### config.mk
export PLATFORM = sky130hd
export DESIGN_NAME = match_arbiter_flat
export DESIGN_NICKNAME = d
export VERILOG_FILES = /design/src/rtl/match_pkg.sv /design/src/rtl/match_arbiter_if.sv /design/src/rtl/rr_pick.sv /design/src/rtl/match_arbiter.sv /design/src/flat_wrapper.sv
export SDC_FILE = /design/constraint.sdc
export NUM_CORES = 1
export LEC_CHECK = 0
export ABC_CLOCK_PERIOD_IN_PS = 2000
export CAP_MARGIN = 40
export CORE_MARGIN = 2
export CORE_UTILIZATION = 25
export CTS_CLUSTER_DIAMETER = 100
export CTS_CLUSTER_SIZE = 14
export DETAILED_ROUTE_END_ITERATION = 6
export HOLD_SLACK_MARGIN = 0.06
export SYNTH_ARGS = -nofsm -noshare
export SYNTH_HDL_FRONTEND = slang
export SYNTH_SLANG_ARGS = --single-unit
### constraint.sdc
create_clock -name clk_i -period 2 [get_ports clk_i]
set_input_delay 0.2 -clock clk_i [delete_from_list [all_inputs] [get_ports clk_i]]
set_output_delay 0.2 -clock clk_i [all_outputs]
set_load 0.01 [all_outputs]
### src/rtl/match_pkg.sv
// Shared types and constants for the match-engine round-robin arbiter.
package match_pkg;

  typedef enum logic [1:0] {
    ST_IDLE  = 2'd0,
    ST_GRANT = 2'd1,
    ST_RUN   = 2'd2,
    ST_RESP  = 2'd3
  } state_e;

  localparam int AW_DEF   = 9;
  localparam int NREQ_MAX = 8;
  localparam int SEL_W    = $clog2(NREQ_MAX);
  localparam int CNT_W    = 10;

endpackage

### src/rtl/match_arbiter_if.sv
// Requester and engine signals of the match arbiter, grouped as one bundle.
// req is a level held by a requester until its one-cycle ack pulse; results are valid with ack.
interface match_arbiter_if
  import match_pkg::*;
#(
  parameter int NREQ = 4,
  parameter int AW   = AW_DEF
);
  logic [NREQ-1:0]  req;
  logic [NREQ-1:0]  ack;
  logic [AW-1:0]    result_addr;
  logic             result_hit;
  logic             result_tmo;
  logic             eng_start;
  logic [SEL_W-1:0] eng_sel;
  logic             eng_done;
  logic             eng_hit;
  logic [AW-1:0]    eng_addr;
  logic             busy;

  modport master (
    input  req, eng_done, eng_hit, eng_addr,
    output ack, result_addr, result_hit, result_tmo, eng_start, eng_sel, busy
  );

  modport slave (
    output req, eng_done, eng_hit, eng_addr,
    input  ack, result_addr, result_hit, result_tmo, eng_start, eng_sel, busy
  );
endinterface

### src/rtl/rr_pick.sv
// Combinational round-robin picker: first set request at or above the pointer, wrapping.
module rr_pick
  import match_pkg::*;
#(
  parameter int NREQ = 4
) (
  input  logic [NREQ-1:0]  req_i,
  input  logic [SEL_W-1:0] ptr_i,
  output logic [SEL_W-1:0] grant_o,
  output logic             valid_o
);

  logic [2*NREQ-1:0] dbl;
  logic [NREQ-1:0]   rot;
  int                sum;

  // Rotate so bit j of rot is request (ptr + j) mod NREQ.
  assign dbl = {req_i, req_i} >> ptr_i;
  assign rot = dbl[NREQ-1:0];

  always_comb begin
    grant_o = '0;
    valid_o = 1'b0;
    sum     = 0;
    for (int j = 0; j < NREQ; j++) begin
      if (!valid_o && rot[j]) begin
        valid_o = 1'b1;
        sum     = int'(ptr_i) + j;
        grant_o = SEL_W'((sum >= NREQ) ? (sum - NREQ) : sum);
      end
    end
  end

endmodule

### src/rtl/match_arbiter.sv
// Round-robin scheduler sharing one pattern-match engine among NREQ requesters,
// with a per-search timeout and registered result/acknowledge outputs.
module match_arbiter
  import match_pkg::*;
#(
  parameter int NREQ    = 4,
  parameter int AW      = AW_DEF,
  parameter int TIMEOUT = 511
) (
  input  logic            clk_i,
  input  logic            rst_i,
  match_arbiter_if.master bus,
  output state_e          state_o
);

  localparam logic [CNT_W-1:0] TMO_LAST = CNT_W'(TIMEOUT - 1);
  localparam logic [SEL_W-1:0] SEL_MAX  = SEL_W'(NREQ - 1);

  state_e           state_q, state_d;
  logic [SEL_W-1:0] sel_q, sel_d;
  logic [SEL_W-1:0] ptr_q, ptr_d;
  logic [CNT_W-1:0] cnt_q, cnt_d;
  logic [AW-1:0]    addr_q, addr_d;
  logic             hit_q, hit_d;
  logic             tmo_q, tmo_d;
  logic [NREQ-1:0]  ack_q, ack_d;
  logic             start_q, start_d;
  logic             busy_q, busy_d;

  logic [SEL_W-1:0] pick_idx;
  logic             pick_valid;

  rr_pick #(.NREQ(NREQ)) u_pick (
    .req_i   (bus.req),
    .ptr_i   (ptr_q),
    .grant_o (pick_idx),
    .valid_o (pick_valid)
  );

  always_comb begin
    state_d = state_q;
    sel_d   = sel_q;
    ptr_d   = ptr_q;
    cnt_d   = cnt_q;
    addr_d  = addr_q;
    hit_d   = hit_q;
    tmo_d   = tmo_q;
    case (state_q)
      ST_IDLE: begin
        if (pick_valid) begin
          state_d = ST_GRANT;
          sel_d   = pick_idx;
        end
      end
      ST_GRANT: begin
        state_d = ST_RUN;
        cnt_d   = '0;
      end
      ST_RUN: begin
        // done is checked first so it wins a tie with the timeout
        if (bus.eng_done) begin
          addr_d  = bus.eng_addr;
          hit_d   = bus.eng_hit;
          tmo_d   = 1'b0;
          state_d = ST_RESP;
        end else if (cnt_q == TMO_LAST) begin
          addr_d  = '0;
          hit_d   = 1'b0;
          tmo_d   = 1'b1;
          state_d = ST_RESP;
        end else begin
          cnt_d = cnt_q + CNT_W'(1);
        end
      end
      ST_RESP: begin
        ptr_d   = (sel_q == SEL_MAX) ? '0 : sel_q + SEL_W'(1);
        state_d = ST_IDLE;
      end
      default: state_d = ST_IDLE;
    endcase

    // Outputs are registered from the next state so they line up with it.
    ack_d   = (state_d == ST_RESP) ? (NREQ'(1) << sel_d) : '0;
    start_d = (state_d == ST_GRANT);
    busy_d  = (state_d != ST_IDLE);
  end

  always_ff @(posedge clk_i or posedge rst_i) begin
    if (rst_i) begin
      state_q <= ST_IDLE;
      sel_q   <= '0;
      ptr_q   <= '0;
      cnt_q   <= '0;
      addr_q  <= '0;
      hit_q   <= 1'b0;
      tmo_q   <= 1'b0;
      ack_q   <= '0;
      start_q <= 1'b0;
      busy_q  <= 1'b0;
    end else begin
      state_q <= state_d;
      sel_q   <= sel_d;
      ptr_q   <= ptr_d;
      cnt_q   <= cnt_d;
      addr_q  <= addr_d;
      hit_q   <= hit_d;
      tmo_q   <= tmo_d;
      ack_q   <= ack_d;
      start_q <= start_d;
      busy_q  <= busy_d;
    end
  end

  assign bus.ack         = ack_q;
  assign bus.result_addr = addr_q;
  assign bus.result_hit  = hit_q;
  assign bus.result_tmo  = tmo_q;
  assign bus.eng_start   = start_q;
  assign bus.eng_sel     = sel_q;
  assign bus.busy        = busy_q;
  assign state_o         = state_q;

endmodule

### src/flat_wrapper.sv
// flat-port wrapper written by rule: the top's interface ports become plain ports
module match_arbiter_flat import match_pkg::*;
#(
  parameter int NREQ    = 4,
  parameter int AW      = AW_DEF,
  parameter int TIMEOUT = 511
)
  (clk_i, rst_i, state_o, bus_req, bus_eng_done, bus_eng_hit, bus_eng_addr, bus_ack, bus_result_addr, bus_result_hit, bus_result_tmo, bus_eng_start, bus_eng_sel, bus_busy);
  match_arbiter_if #(.NREQ(NREQ), .AW(AW)) bus_i ();
  input  logic clk_i;
  input  logic rst_i;
  output state_e state_o;
  input wire logic [$bits(bus_i.req)-1:0] bus_req;
  input wire logic [$bits(bus_i.eng_done)-1:0] bus_eng_done;
  input wire logic [$bits(bus_i.eng_hit)-1:0] bus_eng_hit;
  input wire logic [$bits(bus_i.eng_addr)-1:0] bus_eng_addr;
  output wire logic [$bits(bus_i.ack)-1:0] bus_ack;
  output wire logic [$bits(bus_i.result_addr)-1:0] bus_result_addr;
  output wire logic [$bits(bus_i.result_hit)-1:0] bus_result_hit;
  output wire logic [$bits(bus_i.result_tmo)-1:0] bus_result_tmo;
  output wire logic [$bits(bus_i.eng_start)-1:0] bus_eng_start;
  output wire logic [$bits(bus_i.eng_sel)-1:0] bus_eng_sel;
  output wire logic [$bits(bus_i.busy)-1:0] bus_busy;
  assign bus_i.req = bus_req;
  assign bus_i.eng_done = bus_eng_done;
  assign bus_i.eng_hit = bus_eng_hit;
  assign bus_i.eng_addr = bus_eng_addr;
  assign bus_ack = bus_i.ack;
  assign bus_result_addr = bus_i.result_addr;
  assign bus_result_hit = bus_i.result_hit;
  assign bus_result_tmo = bus_i.result_tmo;
  assign bus_eng_start = bus_i.eng_start;
  assign bus_eng_sel = bus_i.eng_sel;
  assign bus_busy = bus_i.busy;
  match_arbiter #(.NREQ(NREQ), .AW(AW), .TIMEOUT(TIMEOUT)) u_core (.clk_i(clk_i), .rst_i(rst_i), .bus(bus_i), .state_o(state_o));
endmodule
==> summary.txt <==
Run status
  – Outcome: finished, violations left
  – Violated checks: negative setup slack

Yosys
  – Share of flip-flops with an asynchronous set or reset: 100%
  – Dominant register cell in the synthesized netlist: sky130_fd_sc_hd__dfrtp_1
  – Sequential fraction of the synthesis area: 50.4%
  – EDFF count, synth: 0
  – Mapped cell area: 1740 um2
  – Largest area contributor in the synthesized netlist: sky130_fd_sc_hd__dfrtp_1
  – Average footprint of a synthesized cell: 10.7 um2
  – Yosys reg bits: 35
  – Area contributors post-synth: sky130_fd_sc_hd__dfrtp_1 50%, sky130_fd_sc_hd__ha_1 6.5%, sky130_fd_sc_hd__a22o_1 5.5%, sky130_fd_sc_hd__nand2_1 3.0%, sky130_fd_sc_hd__nand3_1 2.6%
  – Net count after synthesis: 189
  – Syn Inst Count: 163
  – Number of warnings printed during yosys synthesis: 0
  – Synth top area share: 50.4%
  – Synth cell types: 45

Floorplanning
  – DIE AREA: 7630 um2
  – Horizontal die dimension: 87.4 um
  – Vertical die dimension: 87.4 um
  – Number of standard-cell rows in the floorplan: 30
  – Total I/O pin count: 39
  – Starting density of the core: 25.7%
  – Core footprint: 6760 um2

Critical path
  – Endpoint required time on the critical path: 2.16 ns
  – Slowest CP cell: sky130_fd_sc_hd__or4_1
  – Type of the setup path with the least slack: flip-flop to flip-flop
  – Register-to-register setup slack: -0.08 ns
  – CP cell instances: mux2_4 > a311o_1 > or4_1 > o311a_4 > or2_1
  – Sort of element at the end of the critical path: flip-flop
  – Nature of the critical path startpoint: flip-flop
  – Family with the most delay on the worst path: simple AND/OR/NAND/NOR gates
  – Critical path's largest stage delay: 0.51 ns
  – Buffer and inverter count on the worst path: 0
  – Critical Path AT: 2.25 ns
  – Largest driver fanout on the critical path: 4

Routing
  – Detailed-routing iteration count for the pre-antenna-repair pass: 4
  – Remaining routing DRC violations: 0
  – Vias/cell: 4.62
  – Starting DRC count in detailed routing: 36
  – Detailed-routed wire length on met2: 1860 um
  – Total Wirelength: 3940 um
  – Total via count in the routed design: 1,404
  – Post-route ant nets: 0
  – Routed length on met3: 181 um
  – Average detailed-routed wire length per instance: 13.0 um
  – Highest routed layer: met4
  – Routed metal-1 wirelength: 1870 um

GRT
  – Number of antenna violations at the first check in global routing: 0
  – All-Layer GR Usage: 10.4%
  – Largest net degree at the start of global routing: 36
  – Global-route wire length before repair: 6380 um
  – Via count of the first global-routing pass: 1,474
  – Leftover overflow at the end of global routing: 0

Cells and area
  – Diode count: 0
  – Share of layout cells above drive strength 1: 22.3%
  – Layout Nets: 251
  – Layout fillers: 678
  – Leading cell type in the layout, fill and taps excluded: sky130_fd_sc_hd__clkdlybuf4s50_1
  – Top library cells by usage in the layout, fill and taps aside: 38 x sky130_fd_sc_hd__clkdlybuf4s50_1, 33 x sky130_fd_sc_hd__dfrtp_1, 19 x sky130_fd_sc_hd__buf_4
  – Signed area change from the synthesized netlist to the final layout: 47.4%
  – Post-layout instance area: 2560 um2

Timing
  – Fin crit period: 2.08 ns
  – Final Max Slew Viols: 0
  – Worst Tran Pin Value: 0.444 ns
  – Worst clock skew: 0.00361 ns
  – Post-Route Hold Slack: 0.320 ns
  – Number of failing hold endpoints at the final stage: 0
  – Final cycle utilization of the critical path: 104%
  – Max_slew headroom: 70.4%
  – Accumulated negative setup slack: -0.365 ns
  – Unrepaired setup endpoints after global routing: true
  – Peak clock frequency supported by timing: 0.480 GHz
  – Worst-case setup margin in the final layout: -0.0834 ns
  – Total of endpoints with negative setup slack in the final report: 7

Clock tree
  – Clock-pin slew on the worst setup and hold paths: 0.06 ns
  – Clock tree buffer depth: 2
  – Clock sink count: 35
  – Hold-fix buffers, CTS: 0
  – H-Tree Depth: 2
  – Total CTS buffers: 5
  – CTS tree: yes
  – Worst-skew pair later-pin latency: 0.28 ns
  – Clock tree root buffer cell: sky130_fd_sc_hd__clkbuf_8

Place
  – Post-Place Setup Slack: -0.236 ns
  – Post-detail-place hpwl: 2730 um
  – Cell Area, Placed: 2340 um2
  – GPL Wtd Cong: 0.808
  – Buffers on Ports: 38

Power and ir drop
  – Power density normalized to cell area: 1400 nW/um2
  – Highest ir drop seen on vdd: 0.466 mV
  – Static Leak: 1.12 nW

Run
  – Max cap viols: 0

Worst hold path
  – Class of the most critical hold timing path: input port to asynchronous set/reset pin
[path summary, 6_finish.rpt]
| check | startpoint | end | cells after the start |
|---|---|---|---|
| setup / recovery | u_core.ptr_q[0] | u_core.bus.busy | 5 |
| setup reg to reg | u_core.ptr_q[0] | u_core.bus.busy | 5 |
| min in group clk_i | u_core.bus.result_addr[3] | u_core.bus.result_addr[3] | 1 |
| hold / removal | rst_i | u_core.bus.result_addr[2] | 3 |
| max in group asynchronous | rst_i | u_core.ptr_q[0] | 3 |
| hold reg to reg | u_core.bus.result_addr[3] | u_core.bus.result_addr[3] | 1 |
[flip-flops by register name (all words and copies together), names as in the netlist, 2 cells and up]
register and count:
u_core.state_o 2, u_core.cnt_q 10, u_core.ptr_q 3, u_core.bus.result_addr 9, u_core.bus.eng_sel 3, u_core.bus.ack 4
[area by class of cell]
class / count / area (um2) / area share (%)
multi-input cells: 113 / 923 / 36.1
flip-flops and latches: 35 / 878 / 34.3
repair buffers: 59 / 546 / 21.3
well taps: 80 / 100 / 3.91
clock buffers: 6 / 72.6 / 2.83
inverters: 11 / 41.3 / 1.61
[metrics by stage]
step / instances / utilization, % / total power, mW
floorplan: 163 / - / 2.08
global placement: 295 / 34.6 / 2.83
detailed placement: 295 / 34.6 / 2.85
CTS: 301 / 35.9 / 3.35
global route: 304 / 37.9 / 3.84
finish: 304 / 37.9 / 3.58
[layer usage]
layer,vias up,GRT usage [%]
met3,3,3.32
met5,-,0
li1,697,-
met1,671,12.6
met4,0,2.52
met2,33,18.0
[cell families (layout without fill, tap and decap cells)]
kind of cell / after synthesis / count (layout) / share of synthesized area, %
DFF: 35 / 35 / 50.4
buffers and inverters: 15 / 76 / 3.67
muxes: 5 / 5 / 3.53
xor gates and xnor gates: 7 / 7 / 3.53
adders and majority gates: 9 / 9 / 6.48
AOI/OAI and AO/OA: 35 / 35 / 15.5
and+or+nand+nor: 57 / 57 / 16.9
[Yosys cell counts, types with 2 or more instances]
cell,instances
sky130_fd_sc_hd__a21oi_1,5
sky130_fd_sc_hd__mux2_4,2
sky130_fd_sc_hd__ha_1,9
sky130_fd_sc_hd__nor3_1,3
sky130_fd_sc_hd__nand2_1,14
sky130_fd_sc_hd__nor3b_1,3
sky130_fd_sc_hd__nor2b_1,2
sky130_fd_sc_hd__o21ai_0,5
sky130_fd_sc_hd__dfrtp_1,35
sky130_fd_sc_hd__nand2b_1,3
sky130_fd_sc_hd__inv_1,10
sky130_fd_sc_hd__nor2_1,11
sky130_fd_sc_hd__xnor2_1,2
sky130_fd_sc_hd__clkbuf_1,3
sky130_fd_sc_hd__and3_1,2
sky130_fd_sc_hd__mux2i_1,2
sky130_fd_sc_hd__a22o_1,11
sky130_fd_sc_hd__and2_1,2
sky130_fd_sc_hd__xor2_1,5
sky130_fd_sc_hd__nand3_1,9
[where the power goes]
group | leakage, nW | total, mW | switching (mW) | internal [mW]
Sequential | 0.450 | 1.15 | 0.196 | 0.955
Combinational | 0.629 | 1.97 | 0.908 | 1.06
Clock | 0.0371 | 0.458 | 0.227 | 0.232
[tightest hold or removal path, stage by stage]
cell                              delay, ns
sky130_fd_sc_hd__clkdlybuf4s50_1       0.39
sky130_fd_sc_hd__inv_1                 0.05
sky130_fd_sc_hd__buf_4                 0.39
[timing repair]
action,4_1_cts,5_1_grt
buffers inserted,0,3
endpoints found under the hold margin,0,0
endpoints found under the setup margin,5,9
pin swaps,0,8
resized for setup,2,20
No activity file was read; power rests on OpenSTA's default activity.
